$ cat src/rtl/ro_puf_controller.sv
// Ring-oscillator PUF measurement sequencer: enables one challenge pair, counts
// synchronised rising edges of each ring over a fixed window, compares the counts.
module ro_puf_controller #(
  parameter int NUM_RO        = 16,
  parameter int SEL_W         = 4,
  parameter int CNT_W         = 16,
  parameter int SETTLE_CYCLES = 8,
  parameter int WINDOW        = 1024
) (
  input  logic              Clk,
  input  logic              Reset,
  input  logic              Start,
  input  logic [SEL_W-1:0]  Sel_A,
  input  logic [SEL_W-1:0]  Sel_B,
  input  logic [NUM_RO-1:0] RO_in,
  output logic [NUM_RO-1:0] RO_enable,
  output logic              Busy,
  output logic              Done,
  output logic              Response,
  output logic              Tie,
  output logic              Error,
  output logic [CNT_W-1:0]  Count_A,
  output logic [CNT_W-1:0]  Count_B
);

  localparam int TMR_MAX = (SETTLE_CYCLES > WINDOW) ? SETTLE_CYCLES : WINDOW;
  localparam int TMR_W   = (TMR_MAX > 1) ? $clog2(TMR_MAX) : 1;

  typedef enum logic [2:0] {
    S_IDLE,
    S_SETTLE,
    S_COUNT,
    S_COMPARE,
    S_DONE
  } state_t;

  state_t           r_state;
  state_t           w_next;
  logic [SEL_W-1:0] r_sel_a;
  logic [SEL_W-1:0] r_sel_b;
  logic [TMR_W-1:0] r_tmr;
  logic             w_accept;
  logic             w_legal;
  logic             w_settle_end;
  logic             w_count_end;
  logic             w_ro_a;
  logic             w_ro_b;
  logic [2:0]       r_sync_a;
  logic [2:0]       r_sync_b;
  logic             w_rise_a;
  logic             w_rise_b;
  logic [CNT_W-1:0] r_cnt_a;
  logic [CNT_W-1:0] r_cnt_b;
  logic             r_resp;
  logic             r_tie;
  logic             r_err;

  assign w_accept     = (r_state == S_IDLE) && Start;
  assign w_legal      = (Sel_A != Sel_B) && (int'(Sel_A) < NUM_RO) && (int'(Sel_B) < NUM_RO);
  assign w_settle_end = (r_tmr == TMR_W'(SETTLE_CYCLES - 1));
  assign w_count_end  = (r_tmr == TMR_W'(WINDOW - 1));

  always_ff @(posedge Clk or posedge Reset) begin
    if (Reset) begin
      r_state <= S_IDLE;
    end else begin
      r_state <= w_next;
    end
  end

  always_comb begin
    w_next = r_state;
    case (r_state)
      S_IDLE:    if (Start) w_next = w_legal ? S_SETTLE : S_DONE;
      S_SETTLE:  if (w_settle_end) w_next = S_COUNT;
      S_COUNT:   if (w_count_end) w_next = S_COMPARE;
      S_COMPARE: w_next = S_DONE;
      S_DONE:    w_next = S_IDLE;
      default:   w_next = S_IDLE;
    endcase
  end

  // Enables are decoded from the state register so reset removes them without a clock.
  always_comb begin
    RO_enable = '0;
    Busy      = (r_state != S_IDLE);
    Done      = (r_state == S_DONE);
    if (r_state == S_SETTLE || r_state == S_COUNT) begin
      for (int i = 0; i < NUM_RO; i++) begin
        RO_enable[i] = (r_sel_a == SEL_W'(i)) || (r_sel_b == SEL_W'(i));
      end
    end
  end

  always_ff @(posedge Clk or posedge Reset) begin
    if (Reset) begin
      r_sel_a <= '0;
      r_sel_b <= '0;
    end else if (w_accept) begin
      r_sel_a <= Sel_A;
      r_sel_b <= Sel_B;
    end
  end

  // One timer serves both phases; it restarts at every phase boundary.
  always_ff @(posedge Clk or posedge Reset) begin
    if (Reset) begin
      r_tmr <= '0;
    end else if ((r_state == S_SETTLE && !w_settle_end) ||
                 (r_state == S_COUNT && !w_count_end)) begin
      r_tmr <= r_tmr + TMR_W'(1);
    end else begin
      r_tmr <= '0;
    end
  end

  always_comb begin
    w_ro_a = 1'b0;
    w_ro_b = 1'b0;
    for (int i = 0; i < NUM_RO; i++) begin
      if (r_sel_a == SEL_W'(i)) w_ro_a = RO_in[i];
      if (r_sel_b == SEL_W'(i)) w_ro_b = RO_in[i];
    end
  end

  always_ff @(posedge Clk or posedge Reset) begin
    if (Reset) begin
      r_sync_a <= '0;
      r_sync_b <= '0;
    end else begin
      r_sync_a <= {r_sync_a[1:0], w_ro_a};
      r_sync_b <= {r_sync_b[1:0], w_ro_b};
    end
  end

  assign w_rise_a = r_sync_a[1] & ~r_sync_a[2];
  assign w_rise_b = r_sync_b[1] & ~r_sync_b[2];

  always_ff @(posedge Clk or posedge Reset) begin
    if (Reset) begin
      r_cnt_a <= '0;
      r_cnt_b <= '0;
    end else if (w_accept) begin
      r_cnt_a <= '0;
      r_cnt_b <= '0;
    end else if (r_state == S_COUNT) begin
      if (w_rise_a && (r_cnt_a != {CNT_W{1'b1}})) r_cnt_a <= r_cnt_a + CNT_W'(1);
      if (w_rise_b && (r_cnt_b != {CNT_W{1'b1}})) r_cnt_b <= r_cnt_b + CNT_W'(1);
    end
  end

  always_ff @(posedge Clk or posedge Reset) begin
    if (Reset) begin
      r_resp <= 1'b0;
      r_tie  <= 1'b0;
      r_err  <= 1'b0;
    end else if (w_accept) begin
      r_resp <= 1'b0;
      r_tie  <= 1'b0;
      r_err  <= ~w_legal;
    end else if (r_state == S_COMPARE) begin
      r_resp <= (r_cnt_a > r_cnt_b);
      r_tie  <= (r_cnt_a == r_cnt_b);
    end
  end

  assign Response = r_resp;
  assign Tie      = r_tie;
  assign Error    = r_err;
  assign Count_A  = r_cnt_a;
  assign Count_B  = r_cnt_b;

endmodule

$ cat config.mk
export PLATFORM = sky130hd
export DESIGN_NAME = ro_puf_controller
export DESIGN_NICKNAME = d
export VERILOG_FILES = /design/src/rtl/ro_puf_controller.sv
export SDC_FILE = /design/constraint.sdc
export NUM_CORES = 1
export LEC_CHECK = 0
export BUFFER_PORTS_ARGS = -buffer_cell sky130_fd_sc_hd__buf_2
export CORE_MARGIN = 3
export CORE_UTILIZATION = 50
export CTS_CLUSTER_DIAMETER = 100
export DETAILED_ROUTE_END_ITERATION = 16
export GPL_ROUTABILITY_DRIVEN = 0
export PLACE_DENSITY = 0.73
export SLEW_MARGIN = 20
export SYNTH_ARGS = -nofsm -noshare
export SYNTH_HDL_FRONTEND = slang
export SYNTH_SLANG_ARGS = --single-unit
$ cat constraint.sdc
create_clock -name Clk -period 5.2 [get_ports Clk]
set_input_delay 0.52 -clock Clk [delete_from_list [all_inputs] [get_ports Clk]]
set_output_delay 0.52 -clock Clk [all_outputs]
set_load 0.01 [all_outputs]
# [Word-level counts from Yosys, hierarchy flattened]
# Cells that the tools add are included.
[classes] add_sub_neg=3 n_lt_le_gt_ge=1 n_eq_ne=43 muxes=49 bitwise=5 n_reduce_logical=36
[op_table] op="$mux 16" count=7
[op_table] op="$eq 4x4->1 const B" count=16
[op_table] op="$mux 1" count=36
[op_table] op="$add 16x1->16 const B" count=2
[op_table] op="$eq 4x3->1 const B" count=8
[op_table] op="$ne 16x16->1 const B" count=2
[op_table] op="$logic_or 1x1->1" count=18
[op_table] op="$eq 16x16->1" count=1
[op_table] op="$eq 4x2->1 const B" count=4
[op_table] op="$gt 16x16->1" count=1
[op_table] op="$mux 3" count=4
[op_table] op="$pmux 3 s4" count=1
[op_table] op="$add 10x1->10 const B" count=1
[op_table] op="$eq 10x10->1 const B" count=1
[op_table] op="$eq 10x3->1 const B" count=1
[op_table] op="$mux 10" count=1
[op_table] op="$eq 4x1->1 const B" count=2
[op_table] op="$logic_not 4->1" count=2
[op_table] op="$reduce_bool 2->1" count=4
[op_table] op="$eq 3x2->1 const B" count=2
[op_table] op="$ne 2x2->1 const B" count=3
[op_table] op="$logic_and 1x1->1" count=5
[op_table] op="$ne 4x4->1" count=1
[op_table] op="$reduce_and 2->1" count=2
[op_table] op="8 further kinds" count=12
[word_totals] ff_bits=62 input_bits=27 word_cells=148

# [Longest topological paths before layout]
[logic_depth] ltp_word=17 ltp_mapped=7 ltp_nobuf=7

# [Worst setup path after synthesis]
# OpenSTA, ideal clock, no wires.
[synth_path] kind="reg2reg" startpoint="register r_state[2]" endpoint="register r_cnt_b[8], in the netlist Count_B[8]" setup_ns=0.129 arrival_time_ns=1.762 t_required_ns=5.071 slack_ns=3.308 path_stages_with_launch=8 n_path_buf=2 period_less_slack_ns=1.892 cell_sequence="dfrtp_1 -> buf_6 -> or3b_4 -> or2_1 -> buf_6 -> a2111oi_4 -> xnor2_1 -> nor2_2"
[synth_via] elab_chain_cells=4
[synth_rtl] element="start, declared" line="37" text="state_t r_state;"
[synth_rtl] element="start signal, assigned" line="67" text="r_state <= w_next;"
[synth_rtl] element="$logic_not 3->1" line="58" text="assign w_accept = (r_state == S_IDLE) && Start;"
[synth_rtl] element="$logic_and 1x1->1" line="58"
[synth_rtl] element="$reduce_bool 2->1 (no source line)"
[synth_rtl] element="$reduce_and 2->1 (no source line)"
[synth_rtl] element="end signal, assigned" line="148" text="if (w_rise_b && (r_cnt_b != {CNT_W{1'b1}})) r_cnt_b <= r_cnt_b + CNT_W'(1);"
[synth_rtl] element="end, declared" line="53" text="logic [CNT_W-1:0] r_cnt_b;"
# Several ways; a longest one is shown, not always the timed one.
# A chain may end at the register's enable or synchronous reset.

# [Worst setup path in the final report]
[layout_path] startpoint="register r_state[1]" endpoint="output port RO_enable[15]"
[layout_via] elab_chain_cells=3
[layout_rtl] element="$eq 3x1->1 or $eq 3x2->1 (tied branches)" line="88" text="if (r_state == S_SETTLE || r_state == S_COUNT) begin"
[layout_rtl] element="$logic_or 1x1->1 (*)" line="88"
[layout_rtl] element="$mux 16 (*)" line="88"
[layout_rtl] element="end, declared" line="16" text="output logic [NUM_RO-1:0] RO_enable,"
# Mark *: on every way between the ends. The rest lies on a longest branch, timed or not.

==> Implementation_results.wiki <==
{| class="wikitable"
! Metric !! Value
|-
| Status || finished clean
|-
| Clock-pin slew of the registers on the worst-case setup and hold paths || 0.07 ns
|-
| Distinct cell type count of the synthesized netlist || 51
|-
| Largest net degree at the start of global routing || 63
|-
| Setup violators final || 0
|-
| Final Hold Viols || 0
|-
| Number of hold-repair buffers added at the cts stage || 0
|-
| Setup repair after global routing missed its margin || false
|-
| DRT antenna net count || 0
|-
| Met3 usage || 0.0356
|-
| Sequential element share of the synthesized area || 0.379
|-
| Number of optimization iterations in the first detailed-route pass || 5
|-
| Clock latency on the worst-skew pair || 0.35 ns
|-
| Worst Reg-to-Reg Cells || 5
|-
| Overflow left after global routing || 0
|-
| Met2 GRT Util || 0.387
|-
| Largest fanout of any net on the critical path || 17
|-
| Post-DP HPWL || 7710 µm
|-
| Post-synth top cells || dfrtp_1 (62), nor2_1 (60), nand2_1 (58)
|-
| Die ar. || 0.00932 mm²
|-
| Largest area contributor in the netlist || dfrtp_1
|-
| Number of max-cap violations || 0
|-
| Starting utilization of the core area || 0.522
|-
| Switching share of power || 0.415
|-
| Nature of the critical path endpoint || output pin
|-
| Layout Skew || 0.0144 ns
|-
| Count of pins on the block boundary || 80
|-
| Fill cell total of the finished layout || 734
|-
| Dominant register cell in the synthesized netlist || dfrtp_1
|-
| Most frequent cell after synthesis || dfrtp_1
|-
| Period utilization || 0.462
|-
| Required time at the endpoint of the critical path || 4.68 ns
|-
| Diodes inserted || 0
|-
| Routed via count divided by cell count || 5.77
|-
| Final Instance Count excl. Fillers || 652
|-
| DIE WIDTH || 96.5 µm
|-
| Sink count of the clock tree || 62
|-
| Busiest layer in global routing || met2
|-
| Number of antenna violations at the first check in global routing || 0
|-
| Sequential Area || 0.00155 mm²
|-
| Summed instance area of the synthesized netlist || 0.00410 mm²
|-
| Max-slew violation count || 0
|-
| Setup Total Neg Slack || 0 ns
|-
| Synthesized Nets || 520
|-
| Worst setup path endpoint || RO_enable[15]
|-
| Core Box Area || 0.00785 mm²
|-
| Flop-to-flop setup slack || 3.08 ns
|-
| Iteration-0 DRC count of the detailed router || 164
|-
| FF-to-FF Start || r_state[1]
|-
| DRC || 0
|-
| Reported leakage power || 2.17 nW
|-
| Net count, final || 591
|-
| Met1 layer usage reported by global route || 0.323
|-
| Buffers on Ports || 79
|-
| Total number of placement rows || 32
|-
| Vias in the first global route || 3593
|-
| Layout Area Growth over Synthesis || 16.2%
|-
| Proportion of register bits with asynchronous set or reset after synthesis || 1.00
|-
| Clock Path Buffers || 2
|-
| Net Sw Power || 0.000802 W
|-
| Syn Inst Count || 474
|-
| Critical Path Start || r_state[1]
|-
| Final WL || 10400 µm
|-
| Worst-case headroom to the max-slew limit || 0.484
|-
| Buffer type at the clock tree root || clkbuf_8
|-
| Area of the multi-input gates || 0.00236 mm²
|-
| Clock buffer count from CTS || 9
|-
| Tightest Hold Check Type || reg -> reg
|-
| Count of synthesis-stage warnings from yosys || 0
|-
| Leading post-synthesis cells by cell area || dfrtp_1 (38%), xnor2_1 (6.2%), ha_1 (5.8%)
|-
| Cell Pwr Density || 406 mW/mm²
|-
| Worst ir drop on vdd || 0.272 mV
|-
| Achievable frequency || 417 MHz
|-
| Sequential power share || 0.380
|-
| Critical Setup Path Class || reg -> out
|-
| Portion of synthesized cell area occupied by the leading cell type || 0.379
|-
| Total global-route track usage || 0.238
|-
| Crit path time final || 2.40 ns
|-
| EDFF count, synth || 0
|-
| Data arrival, critical path || 1.88 ns
|-
| Post-CTS resize count || 0
|-
| R2r endpoint || Count_B[8]
|-
| Placed cell count || 636
|-
| Launching element type of the critical path || register
|-
| Clock power frac || 0.242
|-
| Vias after detailed routing || 3760
|-
| TritonCTS clock tree || built
|-
| Internal Dissipation || 0.00113 W
|-
| Worst hold margin || 0.346 ns
|-
| Slew @ Worst Pin || 0.774 ns
|-
| Average instance area after synthesis || 8.64 µm²
|-
| Final cell utilization of the core || 0.607
|-
| DR WL/cell || 15.9 µm
|-
| Chip height || 96.5 µm
|-
| H-tree Lvls || 3
|-
| First-pass GRT wire length || 17300 µm
|-
| Synthesized flop and latch total || 62
|-
| Setup bufs post-CTS || 0
|-
| Share of power burned in combinational logic || 0.378
|-
| Fraction of layout instances using a drive strength above 1 || 0.209
|}
cells in the final DEF (no fill, tap or decap), types with 5 or more instances in the layout:
cell	count
o21ai_0	19
nor2b_1	11
ha_1	19
dfrtp_1	62
nor3_1	11
nand2b_1	5
clkbuf_8	9
nand3_1	21
nand4_1	17
nor4_1	8
mux2i_1	9
a21oi_1	18
nand2_1	58
a32oi_1	7
and4_1	7
xnor2_1	29
inv_1	23
nor2_1	60
a22oi_1	8
buf_2	79
a211oi_1	5
how the worst min path moves through the flow:
stage                     start     endpoint  slack, ns  cells after the start
floorplan           r_sync_a[0]  r_sync_a[1]       0.33                      0
global placement    r_sync_a[0]  r_sync_a[1]       0.34                      0
detailed placement  r_sync_a[0]  r_sync_a[1]       0.34                      0
CTS                 r_sync_b[0]  r_sync_b[1]       0.35                      0
global route        r_sync_b[0]  r_sync_b[1]       0.35                      0
finish              r_sync_b[0]  r_sync_b[1]       0.35                      0
kinds of logic after synthesis:
logic type      count (synthesis)  share of synthesized area
compound gates                 73                      0.120
xor+xnor                       33                     0.0706
fa+ha+maj                      19                     0.0580
buf+inv                        46                     0.0483
flops                          62                      0.379
mux                            15                     0.0467
simple gates                  226                      0.277
stage by stage:
step           area [µm²]  total power [W]  setup WS [ns]
2_1_floorplan        4100          0.00126           3.14
3_3_place_gp         4540          0.00145           2.97
3_5_place_dp         4540          0.00147           2.86
4_1_cts              4750          0.00194           2.79
5_1_grt              4760          0.00207           2.68
6_report             4760          0.00193           2.80
area by class of cell:
cell class,instances,share of cell area
clock buffers,10,0.0268
clock inverters,6,0.0181
inverters,24,0.0189
multi-input cells,366,0.496
flip-flops and latches,62,0.326
well taps,102,0.0268
repair buffers,82,0.0878
critical path, cell delays in order (launching register included):
cell	delay (ns)
dfrtp_1	0.58
xor2_1	0.18
nand2_1	0.33
a21oi_1	0.27
buf_2	0.17
power by group through the flow:
stage	clock network, W	registers [W]	logic [W]
6_report	0.000467	0.000734	0.000731
3_3_place_gp	0	0.000737	0.000714
5_1_grt	0.000495	0.000758	0.000814
4_1_cts	0.000473	0.000734	0.000730
2_1_floorplan	0	0.000643	0.000615
3_5_place_dp	0	0.000742	0.000725
state kept, by name, indices dropped and copies added, names as in the netlist:
register and flops:
Count_A 16, Count_B 16, r_tmr 10, r_sel_a 4, r_sel_b 4, r_state 3
r_sync_a 3, r_sync_b 3, Error 1, Response 1, Tie 1
layer usage:
layer | vias up | share of wire | wire length, µm
met5 | - | 0 | 0
met4 | 0 | 0.015 | 159
met3 | 14 | 0.055 | 570
met2 | 130 | 0.48 | 5020
met1 | 1788 | 0.45 | 4630
li1 | 1828 | - | -
(Power assumes the default switching activity.)
